**src/rtl/seq_stream_sched.sv**
```systemverilog
// Round-robin scheduler that shares one a(n) = a(n-3) + a(n-2) engine among requesters,
// fast-forwards it to each window's start index and streams the window with an id tag.
module seq_stream_sched #(
  parameter int unsigned NUM_REQ = 4,
  parameter int unsigned IDX_W   = 16,
  parameter int unsigned LEN_W   = 16,
  parameter int unsigned ID_W    = $clog2(NUM_REQ)
) (
  input  logic                     clk,
  input  logic                     reset,
  input  logic [NUM_REQ-1:0]       req_valid_i,
  output logic [NUM_REQ-1:0]       req_ready_o,
  input  logic [NUM_REQ*IDX_W-1:0] req_start_i,
  input  logic [NUM_REQ*LEN_W-1:0] req_len_i,
  output logic                     out_valid_o,
  input  logic                     out_ready_i,
  output logic [31:0]              out_data_o,
  output logic [ID_W-1:0]          out_id_o,
  output logic                     out_last_o,
  output logic                     busy_o
);

  typedef enum logic [1:0] {StIdle, StSkip, StStream} state_e;

  state_e            state_q, state_d;
  logic [ID_W-1:0]   ptr_q, ptr_d;
  logic [ID_W-1:0]   id_q, id_d;
  logic [IDX_W-1:0]  skip_q, skip_d;
  logic [LEN_W-1:0]  cnt_q, cnt_d;
  logic [LEN_W-1:0]  len_q, len_d;
  logic [31:0]       t3_q, t2_q, t1_q;
  logic [31:0]       t3_d, t2_d, t1_d;

  logic [IDX_W-1:0]  start_arr [NUM_REQ];
  logic [LEN_W-1:0]  len_arr [NUM_REQ];
  logic              gnt_found;
  logic [ID_W-1:0]   gnt_idx;
  logic [ID_W-1:0]   rr_idx;
  logic              eng_load;
  logic              eng_adv;

  always_comb begin
    for (int unsigned i = 0; i < NUM_REQ; i++) begin
      start_arr[i] = req_start_i[i*IDX_W +: IDX_W];
      len_arr[i]   = req_len_i[i*LEN_W +: LEN_W];
    end
  end

  // First pending requester at or after the pointer, searching circularly.
  always_comb begin
    gnt_found = 1'b0;
    gnt_idx   = '0;
    rr_idx    = '0;
    for (int unsigned k = 0; k < NUM_REQ; k++) begin
      rr_idx = ID_W'((32'(ptr_q) + k) % NUM_REQ);
      if (!gnt_found && req_valid_i[rr_idx]) begin
        gnt_found = 1'b1;
        gnt_idx   = rr_idx;
      end
    end
  end

  always_comb begin
    state_d  = state_q;
    ptr_d    = ptr_q;
    id_d     = id_q;
    skip_d   = skip_q;
    cnt_d    = cnt_q;
    len_d    = len_q;
    eng_load = 1'b0;
    eng_adv  = 1'b0;
    unique case (state_q)
      StIdle: begin
        if (gnt_found) begin
          eng_load = 1'b1;
          id_d     = gnt_idx;
          len_d    = len_arr[gnt_idx];
          ptr_d    = (gnt_idx == ID_W'(NUM_REQ - 1)) ? '0 : gnt_idx + 1'b1;
          if (len_arr[gnt_idx] == '0) begin
            state_d = StIdle;
          end else if (start_arr[gnt_idx] != '0) begin
            skip_d  = start_arr[gnt_idx];
            state_d = StSkip;
          end else begin
            cnt_d   = len_arr[gnt_idx];
            state_d = StStream;
          end
        end
      end
      StSkip: begin
        eng_adv = 1'b1;
        skip_d  = skip_q - IDX_W'(1);
        if (skip_q == IDX_W'(1)) begin
          cnt_d   = len_q;
          state_d = StStream;
        end
      end
      StStream: begin
        if (out_ready_i) begin
          eng_adv = 1'b1;
          cnt_d   = cnt_q - LEN_W'(1);
          if (cnt_q == LEN_W'(1)) state_d = StIdle;
        end
      end
      default: state_d = StIdle;
    endcase
  end

  always_comb begin
    t3_d = t3_q;
    t2_d = t2_q;
    t1_d = t1_q;
    if (eng_load) begin
      t3_d = 32'd0;
      t2_d = 32'd1;
      t1_d = 32'd1;
    end else if (eng_adv) begin
      t3_d = t2_q;
      t2_d = t1_q;
      t1_d = t3_q + t2_q;
    end
  end

  always_ff @(posedge clk or posedge reset) begin
    if (reset) begin
      state_q <= StIdle;
      ptr_q   <= '0;
      id_q    <= '0;
      skip_q  <= '0;
      cnt_q   <= '0;
      len_q   <= '0;
      t3_q    <= 32'd0;
      t2_q    <= 32'd1;
      t1_q    <= 32'd1;
    end else begin
      state_q <= state_d;
      ptr_q   <= ptr_d;
      id_q    <= id_d;
      skip_q  <= skip_d;
      cnt_q   <= cnt_d;
      len_q   <= len_d;
      t3_q    <= t3_d;
      t2_q    <= t2_d;
      t1_q    <= t1_d;
    end
  end

  always_comb begin
    req_ready_o = '0;
    if (state_q == StIdle && gnt_found) req_ready_o[gnt_idx] = 1'b1;
  end

  assign out_valid_o = (state_q == StStream);
  assign out_last_o  = (state_q == StStream) && (cnt_q == LEN_W'(1));
  assign out_data_o  = t3_q;
  assign out_id_o    = id_q;
  assign busy_o      = (state_q != StIdle);

endmodule

```
**config.mk**
```make
export PLATFORM = sky130hd
export DESIGN_NAME = seq_stream_sched
export DESIGN_NICKNAME = d
export VERILOG_FILES = /design/src/rtl/seq_stream_sched.sv
export SDC_FILE = /design/constraint.sdc
export NUM_CORES = 1
export LEC_CHECK = 0
export BUFFER_PORTS_ARGS = -buffer_cell sky130_fd_sc_hd__buf_2
export CAP_MARGIN = 20
export CORE_MARGIN = 5
export CORE_UTILIZATION = 55
export DETAILED_ROUTE_END_ITERATION = 8
export PLACE_DENSITY = 0.79
export SLEW_MARGIN = 20
export SYNTH_ARGS = -nofsm -noshare
export SYNTH_HDL_FRONTEND = slang
export SYNTH_SLANG_ARGS = --single-unit
export TNS_END_PERCENT = 5
```
**constraint.sdc**
```tcl
create_clock -name clk -period 5.8 [get_ports clk]
set_clock_uncertainty 0.15 [all_clocks]
set_input_delay 0.29 -clock clk [delete_from_list [all_inputs] [get_ports clk]]
set_output_delay 0.29 -clock clk [all_outputs]
set_load 0.01 [all_outputs]
```
After elaboration in Yosys (flattened, before gate mapping)
Index checks and enable logic that the tools add are counted.
{"block": "word_totals", "reg_bits": 150}
{"block": "classes", "n_bitwise": 1, "addsub": 7, "n_eq_ne": 12, "reduce_logical": 20, "n_mux": 53, "n_lt_le_gt_ge": 7}
{"op": "$mux 16", "count": 12}
{"op": "$mux 32", "count": 6}
{"op": "$bmux 16 s2", "count": 2}
{"op": "$pmux 16 s3", "count": 1}
{"op": "$add 32x32->32", "count": 1}
{"op": "$eq 16x1->1 const B", "count": 2}
{"op": "$pmux 16 s2", "count": 1}
{"op": "$sub 16x1->16 const B", "count": 2}
{"op": "$mux 2", "count": 11}
{"op": "$logic_not 16->1", "count": 1}
{"op": "$reduce_bool 16->1", "count": 1}
{"op": "$lt 2x3->1 const B", "count": 5}
{"op": "$mux 1", "count": 12}
{"op": "$ne 2x2->1 const B", "count": 5}
{"op": "$bmux 1 s2", "count": 4}
{"op": "$reduce_and 4->1", "count": 2}
{"op": "$logic_and 1x1->1", "count": 6}
{"op": "$pmux 2 s3", "count": 1}
{"op": "$reduce_and 6->1", "count": 1}
{"op": "$reduce_bool 2->1", "count": 3}
{"op": "$add 2x1->2 const B", "count": 2}
{"op": "$add 2x2->2 const B", "count": 2}
{"op": "$eq 2x2->1 const B", "count": 2}
{"op": "$mux 4", "count": 1}
{"op": "11 further kinds", "count": 14}

Logic depth before layout (Yosys ltp)
{"block": "depth", "word_depth": 21, "ltp_mapped": 15}

Least setup slack after synthesis
No wires, ideal clock.
{"block": "synth_timing", "path_type": "register to register", "start": "reg ptr_q[1]", "end": "reg cnt_q[2]", "setup_time_ns": 0.125, "setup_slack_ns": 2.307, "arrival_time_ns": 3.218, "path_buffers": 4, "period_less_slack_ns": 3.493, "stages_incl_launch_ff": 16, "cell_sequence": "dfrtp_1 > and2_1 > o221ai_2 > and2_1 > buf_6 > inv_2 > buf_6 > buf_6 > a211oi_1 > a31oi_1 > nor4_2 > nand4_1 > o21a_1 > nor3_4 > buf_8 > mux2_4"}
{"block": "synth_via", "elab_chain_cells": 20, "word_cells_on_any_way": 42, "cone_classes": "3 x add/sub; 3 x eq/ne; 26 x mux; 1 x bitwise; 9 x reduce/logical"}
{"element": "start: declaration", "line_no": "26", "source": "logic [ID_W-1:0] ptr_q, ptr_d;"}
{"element": "start signal: assignment", "line_no": "137", "source": "ptr_q <= ptr_d;"}
{"element": "branches (longest 20 deep; another with $add 2x1->2)"}
{"element": "end signal: assignment", "line_no": "140", "source": "cnt_q <= cnt_d;"}
{"element": "end: declaration", "line_no": "29", "source": "logic [LEN_W-1:0] cnt_q, cnt_d;"}
Parallel ways; which one is timed is not known. The select of a mux whose other input is x is not followed.
A chain may end at the register's enable or synchronous reset.

Worst setup path after layout
{"block": "layout_timing", "start": "reg ptr_q[1]", "end": "reg skip_q[6]"}
{"block": "layout_via", "elab_chain_cells": 20, "word_cells_on_any_way": 42, "cone_classes": "3 x add/sub; 3 x eq/ne; 26 x mux; 1 x bitwise; 9 x reduce/logical"}
{"element": "branches (longest 11 deep; another with $add 2x1->2)"}
{"element": "$mux 2 (*)", "line_no": "56", "source": "if (!gnt_found && req_valid_i[rr_idx]) begin"}
{"element": "named net gnt_idx[0]", "line_no": "37", "source": "logic [ID_W-1:0] gnt_idx;"}
{"element": "$not 2->3 (implied by the code) (*)", "line_no": "79, 81, 82"}
{"element": "branches (longest 7 deep; another with $bmux 16 s2)"}
{"element": "end signal: assignment", "line_no": "139", "source": "skip_q <= skip_d;"}
{"element": "end: declaration", "line_no": "28", "source": "logic [IDX_W-1:0] skip_q, skip_d;"}
Mark *: on every way through the listed nets, which the timed path passes. The select of a mux whose other input is x is not followed.

==> out/summary.md <==
• **GPL Wtd Cong** 0.9643
• **Sum Neg Setup Slack** 0 ps
• **clock sinks** 150
• **critical path capture point type** flip-flop
• **post-synthesis sequential element count** 150
• **gate count after technology mapping** 1,171
• **starting density of the core** 0.5620
• **area fraction of the dominant cell type after synthesis** 0.3797
• **H-tree levels** 4
• **worst reg2reg endpoint** skip_q[6]
• **grt ovf** 0
• **diode insertion count for antenna repair** 0
• **count of flip-flops with a built-in enable after synthesis** 0
• **fraction of power consumed by combinational cells** 0.469
• **total design power** 0.005053 W
• **DIE HEIGHT** 143.2 um
• **1st-pass router iterations** 6
• **overall via count from detail_route** 9,043
• **violation count after the first detailed-route iteration** 704
• **CTS tree** built
• **startpoint of the worst register-to-register path** ptr_q[1]
• **top area cells in the synthesized netlist** sky130_fd_sc_hd__dfrtp_1, sky130_fd_sc_hd__nand2_1, sky130_fd_sc_hd__a21oi_1
• **post-synthesis async set-or-reset flop share** 1.000
• **CTS Root Cell** sky130_fd_sc_hd__clkbuf_16
• **Worst R2R Path Depth** 12
• **post-synthesis sequential area ratio** 0.3851
• **Hold Vio Cnt, Final** 0
• **clock latency on the worst-skew pair** 430 ps
• **Synth Cell Area** 9754 um2
• **clock network power share** 0.240
• **slack of the worst reg-to-reg path** 1140 ps
• **top-level I/O count** 176
• **average wire per standard cell** 16.96 um
• **Non-Filler Cell Area, Final** 11,340 um2
• **required time of the worst setup path** 5960 ps
• **most common cell after layout, fill and taps aside** sky130_fd_sc_hd__nand2_1
• **number of port buffers** 175
• **synthesized netlist net count** 1,350
• **data arrival time of the worst path** 4820 ps
• **total placed instance area** 10,690 um2
• **worst IR drop on VDD** 360.7 uV
• **via-per-instance ratio** 5.861
• **path category of the worst min-delay check** in -> reg
• **fraction of final layout cells sized beyond drive strength 1** 0.2026
• **number of slew-limit violations in the final report** 0
• **DRC violation count after routing** 0
• **WS Path Type** reg -> reg
• **synthesis warning total** 0
• **Hold Crit Depth** 4
• **Switching Share** 0.4244
• **Netlist cell types** 67
• **core region area** 17,360 um2
• **All-Layer GR Usage** 0.2568
• **number of antenna violations at the first check in global routing** 0
• **result of the run** completed
• **sequential power share** 0.291
• **Max FO, Critical Path** 38
• **total internal power** 0.002908 W
• **clock period minus final worst setup slack** 4658 ps
• **hpwl dp** 18.25 mm
• **Slew headroom** 0.2619
• **number of nets still failing antenna checks after routing** 0
• **Critical Path Start Type** flip-flop
• **final cycle utilization of the critical path** 0.8032
• **static leakage power** 5.458 nW
• **setup repair after global routing missed its margin** false
• **clock slew at reported path FFs** 60 ps
• **TritonCTS buffer count** 17
• **maximum count of clock buffers along a single path** 2
• **area growth from synthesis to layout** 16.30%
• **most instantiated flip-flop cell in the synthesis netlist** sky130_fd_sc_hd__dfrtp_1
• **switching pwr** 0.002144 W
• **Worst Hold Margin** 45.65 ps
• **Syn Area/Cell** 8.330 um2
• **Post-layout nets** 1,484
• **power density over the cells** 445.4 nW/um2
• **startpoint of the lowest-slack hold path** req_valid_i[3]
• **most frequent cells in the layout** sky130_fd_sc_hd__nand2_1, sky130_fd_sc_hd__buf_2, sky130_fd_sc_hd__dfrtp_1, sky130_fd_sc_hd__a21oi_1, sky130_fd_sc_hd__o21ai_0
• **via count of the first global-routing pass** 8,757
• **Worst Hold Endpoint** ptr_q[0]
• **chip width** 143.2 um
• **Worst-Margin Slew** 1097 ps
• **Finish-stage setup viols** 0
• **Die Outline Area** 20,500 um2
• **Max-cap violations** 0
• **area leader, netlist** sky130_fd_sc_hd__dfrtp_1
• **final routed wirelength across all metal layers** 26.17 mm
• **FP Rows** 48
• **global-route wire length before repair** 42.70 mm
• **largest net degree at the start of global routing** 107
• **Fmax** 214.7 MHz
layout make-up:
cell class	instances	area (um2)
clock buffers	19	442.9
clock inverters	13	202.7
fillers	1469	6012
inverters	18	72.57
multi-input cells	932	5628
flip-flops and latches	150	3756
well taps	225	281.5
repair buffers	186	960.9
cell usage after synthesis, drive strengths merged (7+ instances only):
| master | n |
|---|---|
| nand2 | 281 |
| dfrtp | 148 |
| a21oi | 129 |
| o21ai | 72 |
| clkbuf | 57 |
| ha | 43 |
| a211oi | 42 |
| and3 | 39 |
| nor2 | 37 |
| xnor2 | 29 |
| a21o | 27 |
| a31oi | 23 |
| mux2 | 22 |
| mux2i | 20 |
| nor3 | 18 |
| inv | 17 |
| nand3 | 15 |
| and2 | 14 |
| buf | 14 |
| or2 | 11 |
| nand4 | 9 |
| nor4 | 9 |
| xor2 | 9 |
| o21a | 7 |
layer usage:
layer	up-vias	global-route usage	part of all wire
met5	-	0	0
met4	0	0.1106	0.034
met3	52	0.05023	0.056
met2	314	0.4231	0.48
met1	4249	0.3303	0.42
li1	4428	-	-
sequential cells by signal (all words and copies together), names as in the netlist:
register and count:
ptr_q 2, cnt_q 16, len_q 16, out_id_o 2, t2_q 32, t1_q 32, out_data_o 32, skip_q 16
state_q 2
critical path, cell delays in order, from the launching register on:
cell and delay, ps:
sky130_fd_sc_hd__dfrtp_1 420, sky130_fd_sc_hd__mux2i_1 130, sky130_fd_sc_hd__o2bb2ai_1 220, sky130_fd_sc_hd__or2_2 630
sky130_fd_sc_hd__buf_4 430, sky130_fd_sc_hd__inv_2 160, sky130_fd_sc_hd__a211oi_1 350, sky130_fd_sc_hd__o22ai_1 150
sky130_fd_sc_hd__or4_1 600, sky130_fd_sc_hd__o31ai_4 280, sky130_fd_sc_hd__o21ai_1 350, sky130_fd_sc_hd__and4_1 320
sky130_fd_sc_hd__a311o_1 310
power by group through the flow:
stage	clock network [W]	logic, W	registers (W)
6_report	0.00121	0.00237	0.00147
2_1_floorplan	0	0.00186	0.00144
5_1_grt	0.00126	0.00261	0.00150
4_1_cts	0.00122	0.00235	0.00147
3_3_place_gp	0	0.00230	0.00147
3_5_place_dp	0	0.00233	0.00148
worst max-delay path by stage:
stage	to	slack, ps	from	cells after the start
after global routing	skip_q[6]	890	ptr_q[1]	12
after global placement	cnt_q[11]	1400	req_valid_i[0]	13
after CTS	skip_q[6]	1180	ptr_q[1]	12
after floorplan	cnt_q[0]	1330	reset	1
final	skip_q[6]	1140	ptr_q[1]	12
after detailed placement	skip_q[6]	1200	ptr_q[1]	12
timing repair:
| item | CTS | global route |
|---|---|---|
| gates resized for setup | 0 | 0 |
| buffers inserted | 0 | 0 |
| endpoints found under the setup margin | 0 | 0 |
| hold buffers | 1 | 0 |
| endpoints found under the hold margin | 66 | 0 |
per-stage QoR:
step | instances | utilization | setup WS [ps]
after floorplan | 1171 | - | 1327
after global placement | 1510 | 0.6158 | 1402
after detailed placement | 1510 | 0.6158 | 1195
after CTS | 1543 | 0.6536 | 1178
after global routing | 1543 | 0.6536 | 886.3
final | 1543 | 0.6536 | 1142
logic make-up after synthesis:
family | Yosys count | share of synthesized area
simple gates | 464 | 0.2164
compound gates | 344 | 0.2172
flops | 150 | 0.3851
buf+inv | 89 | 0.04105
fa+ha+maj | 44 | 0.05721
mux | 42 | 0.04900
xor+xnor | 38 | 0.03412
(Power assumes the default switching activity.)
